===== config.mk =====
export PLATFORM = sky130hd
export DESIGN_NAME = sync_fifo_flagged
export DESIGN_NICKNAME = d
export VERILOG_FILES = /design/src/rtl/sync_fifo_flagged.sv
export SDC_FILE = /design/constraint.sdc
export NUM_CORES = 1
export LEC_CHECK = 0
export ABC_AREA = 1
export CELL_PAD_IN_SITES_DETAIL_PLACEMENT = 1
export CELL_PAD_IN_SITES_GLOBAL_PLACEMENT = 2
export CORE_MARGIN = 2
export CORE_UTILIZATION = 39
export CTS_CLUSTER_DIAMETER = 40
export DETAILED_ROUTE_END_ITERATION = 12
export PLACE_DENSITY_LB_ADDON = 0.1
export SYNTH_ARGS = -nofsm -noshare
export SYNTH_HDL_FRONTEND = slang
export SYNTH_SLANG_ARGS = --single-unit

===== constraint.sdc =====
create_clock -name i_CLK -period 2.4 [get_ports i_CLK]
set_input_delay 0.48 -clock i_CLK [delete_from_list [all_inputs] [get_ports i_CLK]]
set_output_delay 0.48 -clock i_CLK [all_outputs]
set_load 0.02 [all_outputs]

===== src/rtl/sync_fifo_flagged.sv =====
// Single-clock FIFO using all 2**p_ADDR_WIDTH entries. It provides a registered fill level,
// almost-full/almost-empty thresholds and sticky overflow/underflow flags.
module sync_fifo_flagged #(
  parameter int p_DATA_WIDTH             = 8,
  parameter int p_ADDR_WIDTH             = 3,
  parameter int p_ALMOST_FULL_THRESHOLD  = 6,
  parameter int p_ALMOST_EMPTY_THRESHOLD = 2
) (
  input  logic                    i_CLK,
  input  logic                    i_RESET_N,
  input  logic                    i_WRITE_REQUEST,
  input  logic                    i_READ_REQUEST,
  input  logic [p_DATA_WIDTH-1:0] i_INPUT,
  output logic [p_DATA_WIDTH-1:0] o_OUTPUT,
  output logic                    o_OUTPUT_VALID,
  output logic                    o_FIFO_EMPTY,
  output logic                    o_FIFO_FULL,
  output logic                    o_ALMOST_EMPTY,
  output logic                    o_ALMOST_FULL,
  output logic [p_ADDR_WIDTH:0]   o_FILL_LEVEL,
  output logic                    o_OVERFLOW,
  output logic                    o_UNDERFLOW
);

  localparam int lp_FW = p_ADDR_WIDTH + 1;
  localparam logic [lp_FW-1:0] lp_DEPTH = {1'b1, {p_ADDR_WIDTH{1'b0}}};
  localparam logic [lp_FW-1:0] lp_AF_T  = lp_FW'(p_ALMOST_FULL_THRESHOLD);
  localparam logic [lp_FW-1:0] lp_AE_T  = lp_FW'(p_ALMOST_EMPTY_THRESHOLD);
  localparam logic [lp_FW-1:0] lp_ZERO  = {lp_FW{1'b0}};

  logic [p_DATA_WIDTH-1:0] r_mem [lp_DEPTH];
  logic [p_ADDR_WIDTH-1:0] r_wptr;
  logic [p_ADDR_WIDTH-1:0] r_rptr;
  logic [lp_FW-1:0]        r_fill;
  logic [p_DATA_WIDTH-1:0] r_output;
  logic                    r_output_valid;
  logic                    r_empty;
  logic                    r_full;
  logic                    r_almost_empty;
  logic                    r_almost_full;
  logic                    r_overflow;
  logic                    r_underflow;

  logic                    w_read_ok;
  logic                    w_write_ok;
  logic [lp_FW-1:0]        w_fill_next;

  // When the FIFO is full, a simultaneous read frees the slot that the write then uses.
  assign w_read_ok  = i_READ_REQUEST & ~r_empty;
  assign w_write_ok = i_WRITE_REQUEST & (~r_full | w_read_ok);

  // Compute the next occupancy from the accepted operations.
  always_comb begin
    w_fill_next = r_fill;
    case ({w_write_ok, w_read_ok})
      2'b10:   w_fill_next = r_fill + lp_FW'(1);
      2'b01:   w_fill_next = r_fill - lp_FW'(1);
      default: w_fill_next = r_fill;
    endcase
  end

  // Storage array, deliberately not reset.
  always_ff @(posedge i_CLK) begin
    if (w_write_ok) begin
      r_mem[r_wptr] <= i_INPUT;
    end
  end

  // Pointers, fill level, read data and all status flags.
  always_ff @(posedge i_CLK or negedge i_RESET_N) begin
    if (!i_RESET_N) begin
      r_wptr         <= {p_ADDR_WIDTH{1'b0}};
      r_rptr         <= {p_ADDR_WIDTH{1'b0}};
      r_fill         <= lp_ZERO;
      r_output       <= {p_DATA_WIDTH{1'b0}};
      r_output_valid <= 1'b0;
      r_empty        <= 1'b1;
      r_full         <= 1'b0;
      r_almost_empty <= (lp_ZERO <= lp_AE_T);
      r_almost_full  <= (lp_ZERO >= lp_AF_T);
      r_overflow     <= 1'b0;
      r_underflow    <= 1'b0;
    end else begin
      if (w_write_ok) begin
        r_wptr <= r_wptr + p_ADDR_WIDTH'(1);
      end
      if (w_read_ok) begin
        r_rptr         <= r_rptr + p_ADDR_WIDTH'(1);
        r_output       <= r_mem[r_rptr];
        r_output_valid <= 1'b1;
      end else begin
        r_output_valid <= 1'b0;
      end
      r_fill         <= w_fill_next;
      r_empty        <= (w_fill_next == lp_ZERO);
      r_full         <= (w_fill_next == lp_DEPTH);
      r_almost_empty <= (w_fill_next <= lp_AE_T);
      r_almost_full  <= (w_fill_next >= lp_AF_T);
      if (i_WRITE_REQUEST && !w_write_ok) begin
        r_overflow <= 1'b1;
      end
      if (i_READ_REQUEST && !w_read_ok) begin
        r_underflow <= 1'b1;
      end
    end
  end

  assign o_OUTPUT       = r_output;
  assign o_OUTPUT_VALID = r_output_valid;
  assign o_FIFO_EMPTY   = r_empty;
  assign o_FIFO_FULL    = r_full;
  assign o_ALMOST_EMPTY = r_almost_empty;
  assign o_ALMOST_FULL  = r_almost_full;
  assign o_FILL_LEVEL   = r_fill;
  assign o_OVERFLOW     = r_overflow;
  assign o_UNDERFLOW    = r_underflow;

endmodule


**Word level (Yosys, flattened, before mapping)**

Memories as Yosys holds them, arrays and structs flattened. A register that Yosys moved wholly into a read port is not among the register bits.
Cells that the tools add are included.

- RAM bits: 64
- Input bits: 12
- Flip-flop bits (word level): 17
- Output and inout bits: 19
- Memories: 1
- Logic and storage cells: 35

- Equality and inequality tests: 3
- Bitwise gates (word level): 5
- $add $sub $neg: 4
- Reductions and logical operators: 6
- Mux-type cells: 4
- Magnitude comparators: 2

Memory list:

| memory | depth | bits a word | read ports | clocked after Yosys merged registers in | wr ports | RTL line | text |
|---|---|---|---|---|---|---|---|
| r_mem | 8 | 8 | 1 | 1 | 1 | 31 | `logic [p_DATA_WIDTH-1:0] r_mem [lp_DEPTH];` |

Operators by type and width:

| kind | count |
|---|---|
| $pmux 4 s2 | 1 |
| $add 3x1->3 const B | 2 |
| $add 4x1->4 const B | 1 |
| $eq 4x4->1 const B | 1 |
| $ge 4x3->1 const B | 1 |
| $le 4x2->1 const B | 1 |
| $logic_not 4->1 | 1 |
| $sub 4x1->4 const B | 1 |
| $logic_not 1->1 | 3 |
| $mux 1 | 3 |
| $and 1x1->1 | 2 |
| $eq 2x1->1 const B | 1 |
| $eq 2x2->1 const B | 1 |
| $logic_and 1x1->1 | 2 |
| $not 1->1 | 2 |
| $or 1x1->1 | 1 |

**Depth between registers and ports, before layout**

- Word-level depth: 7
- Depth in mapped cells: 16
- Mapped depth without buffers: 16

**Least setup slack after synthesis**

OpenSTA, ideal clock, no wires.

- Path type: input port to flip-flop
- Start point: input i_READ_REQUEST
- End point: register r_full (netlist: o_FIFO_FULL)
- Arrival time: 2021 ps
- Setup slack: 261 ps
- Stages on the path: 13
- Buffers on the path: 1
- Required time: 2282 ps
- Cell sequence: inv_1 > nor2_4 > buf_1 > ha_1 > nand2_1 > inv_1 > nor2_1 > ha_1 > a21oi_1 > xnor2_1 > nand2_1 > nand3_1 > nor2_1

- Cells in the longest elaborated chain, start to end: 6
- Elaborated cells on any way between the ends: 7
- Classes of those cells: 3 x eq/ne; 1 x mux; 3 x bitwise

RTL lines:

| element | RTL line | text |
|---|---|---|
| start: declaration | 12 | `input logic i_READ_REQUEST,` |
| $and 1x1->1 * | 49 | `assign w_read_ok = i_READ_REQUEST & ~r_empty;` |
| via w_read_ok | 44 | `logic w_read_ok;` |
| $or 1x1->1 | 50 | `assign w_write_ok = i_WRITE_REQUEST & (~r_full \| w_read_ok);` |
| $and 1x1->1 | 50 |  |
| $eq 2x1->1 or $eq 2x2->1 (tied branches) | 55 | `case ({w_write_ok, w_read_ok})` |
| $pmux 4 s2 * | 55 |  |
| $eq 4x4->1 * | 96 | `r_full <= (w_fill_next == lp_DEPTH);` |
| end signal: assignment | 96 |  |
| end: declaration | 38 | `logic r_full;` |

The timed path passes the listed nets; every way through them passes the cells marked *.
A chain may end at the register's enable or synchronous reset.

**Final worst setup path**

- Start point: input i_READ_REQUEST
- End point: register r_full (netlist: o_FIFO_FULL)

- Cells in the longest elaborated chain, start to end: 6
- Elaborated cells on any way between the ends: 7
- Classes of those cells: 3 x eq/ne; 1 x mux; 3 x bitwise

RTL lines:

| element | RTL line | text |
|---|---|---|
| $and 1x1->1 * | 49 |  |
| $or 1x1->1 | 50 |  |
| $and 1x1->1 | 50 |  |
| $eq 2x1->1 or $eq 2x2->1 (tied branches) | 55 |  |
| $pmux 4 s2 * | 55 |  |
| via w_fill_next[1] | 46 | `logic [lp_FW-1:0] w_fill_next;` |
| $eq 4x4->1 * | 96 |  |

Marked as above.

==> impl_metrics.toml <==
[status]
outcome = "finished clean"

[pwr]
p_total_mw = 5.290
pwr-share-comb_pct = 38.8
p_per_area_nw_per_um2 = 1197
p_sw_share_pct = 37.13
power_frac_clock_pct = 19.7
p_leak_nw = 1.727
seqPwrFrac_pct = 41.5
internal_power_mw = 3.326
switching_power_mw = 1.964
ir_worst_vdd_v = 0.0004342

[critical_path]
rr_worst_depth = 11
path_max_fanout = 4
critical_path_class = "input pin to flip-flop"
crit_path_start_kind = "input pin"
critPathArrivalTime_ns = 2.47
rrSetupSlack_ns = 0.36
cp.required_ns = 2.69
end_kind = "flip-flop"

[synth]
synth_area_sq_um = 3615
synthMuxAreaShare_pct = 0
yosysWarnings = 0
synth_top_family_by_area = "simple AND/OR/NAND/NOR gates"
synthSimpleGateAreaFrac_pct = 12.70
synth_seq_cells = 89
synth_fa_ha_area_share_pct = 1.731
ys_types = 26
syn_nets = 323
synth_edf_count = 64
synth_ff_type = "edfxtp_1"
synth_cells = 306
synth_seq_area_share_pct = 70.54
async_flop_share_pct = 28.09
synth_compound_area_share_pct = 9.865
synth_xor_area_share_pct = 1.454
syn_avg_cell_area_sq_um = 11.81

[final_layout]
nNetsFinal = 382
syn2layout_area_growth_pct = 22.29
multi_input_area_sq_um = 933.4
utilization_pct = 48.53
layout-drive-gt1-share_pct = 14.86
nFillCells = 994
register_area_sq_um = 2550
diodes = 0
fin_cells = 481

[drt]
vias_per_cell = 5.021
routedWlPerCell_um = 16.53
drc = 0
routed_wl_um = 7950
ant_nets = 0
dr.pass1.iters = 4
first_iter_violations = 85
routed-via-count = 2415

[cts]
cts-buffers-inserted = 9
cts.clk_slew.worst_paths_ns = 0.09
h-tree-depth = 3
clkSinkCount = 89
clockBufferDepth = 2
clockRootBuffer = "clkbuf_8"
clock_latency_ns = 0.36
cts_tree = "yes"
postCtsSetupRepairBufs = 0

[floorplan]
die_x_um = 100.3
start_util_pct = 39.68
dieArea_sq_um = 10060
ios = 31
dieHeight_um = 100.3
rows = 35
core_area_sq_um = 9109

[sta]
hold_slack_ns = 0.4654
finalHoldViolations = 0
setup-violations-final = 0
fin_setup_tns_ns = 0
fin_crit_sh_pct = 90.99
grt_setup_unrepaired = "false"
fmax_mhz = 457.9
finClkSkew_ns = 0.01620
fin_crit_ns = 2.184
worstMarginPinSlew_ns = 0.4572
slew_violations = 0
slew_headroom_pct = 69.47

[placement]
place_congestion = 0.7815
dpl.hpwl_um = 5537
io_buffers = 30
dp_cells = 465

[global_routing]
grt_pass1_vias = 2454
grt_antenna_before_repair = 0
overflow = 0
grt_util_all_layers_pct = 17.48
grt_pass1_wl_um = 12990
grt_max_degree = 28

[min_path]
holdPathStages = 1
hp-class = "flip-flop to flip-flop"

[run]
max-cap-violations = 0
==> cell type report <==
cell class                      instances  area share, %
Sequential cell                        89          57.68
Multi-Input combinational cell        185          21.12
Timing Repair Buffer                   59          11.72
Tap cell                              111          3.142
Clock buffer                           10          2.887
Inverter                               21          1.783
Clock inverter                          6          1.670
==> synthesized netlist by cell type (2+ instances only) <==
library cell | number | share of area, %
edfxtp_1 | 64 | 53
nand2_1 | 46 | 4.8
nor2_1 | 46 | 4.8
o21ai_0 | 33 | 4.6
dfrtp_1 | 23 | 16
inv_1 | 18 | 1.9
o211ai_1 | 16 | 3.3
nand3_1 | 15 | 2.1
a21oi_1 | 9 | 1.2
buf_2 | 8 | 1.1
ha_1 | 5 | 1.7
xnor2_1 | 3 | 0.73
xor2_1 | 3 | 0.73
dfstp_2 | 2 | 1.5
inv_2 | 2 | 0.21
nand2_2 | 2 | 0.35
o21ai_1 | 2 | 0.28
==> placed cells by master (no fill, tap or decap), drive strengths merged <==
master	synthesis	layout
nor2	47	47
nand3	15	15
or2	2	2
dfrtp	23	23
xnor2	3	3
o21ai	35	35
a21oi	9	9
ha	5	5
clkdlybuf4s50	0	30
a31o	1	1
inv	20	23
o211ai	16	16
xor2	3	3
clkinv	1	3
edfxtp	64	64
a21o	1	1
clkbuf	1	10
nand2	48	48
dfstp	2	2
bufinv	0	1
buf	10	29
==> kinds of logic (layout without fill, tap and decap cells) <==
| family | after synthesis | after routing |
|---|---|---|
| adder cells (fa/ha/maj) | 5 | 5 |
| flip-flops | 89 | 89 |
| XOR/XNOR | 6 | 6 |
| AND/OR/NAND/NOR | 112 | 112 |
| AO/OA/AOI/OAI | 62 | 62 |
| buffers and inverters | 32 | 96 |
==> sequential cells by signal (all words and copies together) (netlist names) <==
signal	count
o_OUTPUT	8
o_OVERFLOW	1
r_wptr	3
o_FIFO_FULL	1
r_mem	64
o_ALMOST_FULL	1
o_FIFO_EMPTY	1
r_rptr	3
o_FILL_LEVEL	4
o_ALMOST_EMPTY	1
o_OUTPUT_VALID	1
o_UNDERFLOW	1
==> path summary, 6_finish.rpt <==
path,to,startpoint
max,o_FIFO_FULL,i_READ_REQUEST
min,o_UNDERFLOW,o_UNDERFLOW
max reg2reg,o_FIFO_FULL,o_FIFO_EMPTY
min reg2reg,o_UNDERFLOW,o_UNDERFLOW
max in group asynchronous,o_FIFO_EMPTY,i_RESET_N
min in group asynchronous,o_OUTPUT[2],i_RESET_N
==> worst max-delay path, stage by stage <==
cell and delay (ns):
clkdlybuf4s50_1 0.48, inv_1 0.07, nor2_4 0.10, inv_2 0.05, nand2_2 0.05, nand2_2 0.05, ha_1 0.21, nor2_1 0.14
nor2_2 0.07, ha_1 0.27, nand2_1 0.07, nand2_1 0.10, nor2_1 0.12, nand3_1 0.10, nor2_1 0.11
==> power groups by stage <==
stage	registers [mW]	clock network (mW)	logic [mW]
6_report	2.20	1.04	2.05
5_1_grt	2.24	1.14	2.33
4_1_cts	2.20	1.07	2.08
3_5_place_dp	2.24	0	2.08
3_3_place_gp	2.23	0	2.04
2_1_floorplan	2.34	0	1.08
==> layer usage <==
metal | track usage, % | share of wire, % | wire length [um] | up-vias
li1 | - | - | - | 1179
met1 | 23.09 | 47 | 3738 | 1185
met2 | 28.55 | 48 | 3838 | 41
met3 | 2.994 | 3.1 | 244 | 10
met4 | 7.482 | 1.6 | 129 | 0
met5 | 0 | 0 | 0 | -
==> stage by stage <==
| step | instance area, sq um | setup WS, ns |
|---|---|---|
| 2_1_floorplan | 3615 | 0.2614 |
| 3_3_place_gp | 4217 | -0.08906 |
| 3_5_place_dp | 4217 | -0.1488 |
| 4_1_cts | 4418 | 0.2061 |
| 5_1_grt | 4420 | 0.04149 |
| 6_report | 4420 | 0.2162 |
==> timing repair <==
action	CTS	global route
endpoints found under the setup margin	0	3
gates resized for setup	0	1
endpoints found under the hold margin	0	0
hold buffers	0	0
No activity file was read; power rests on OpenSTA's default activity.
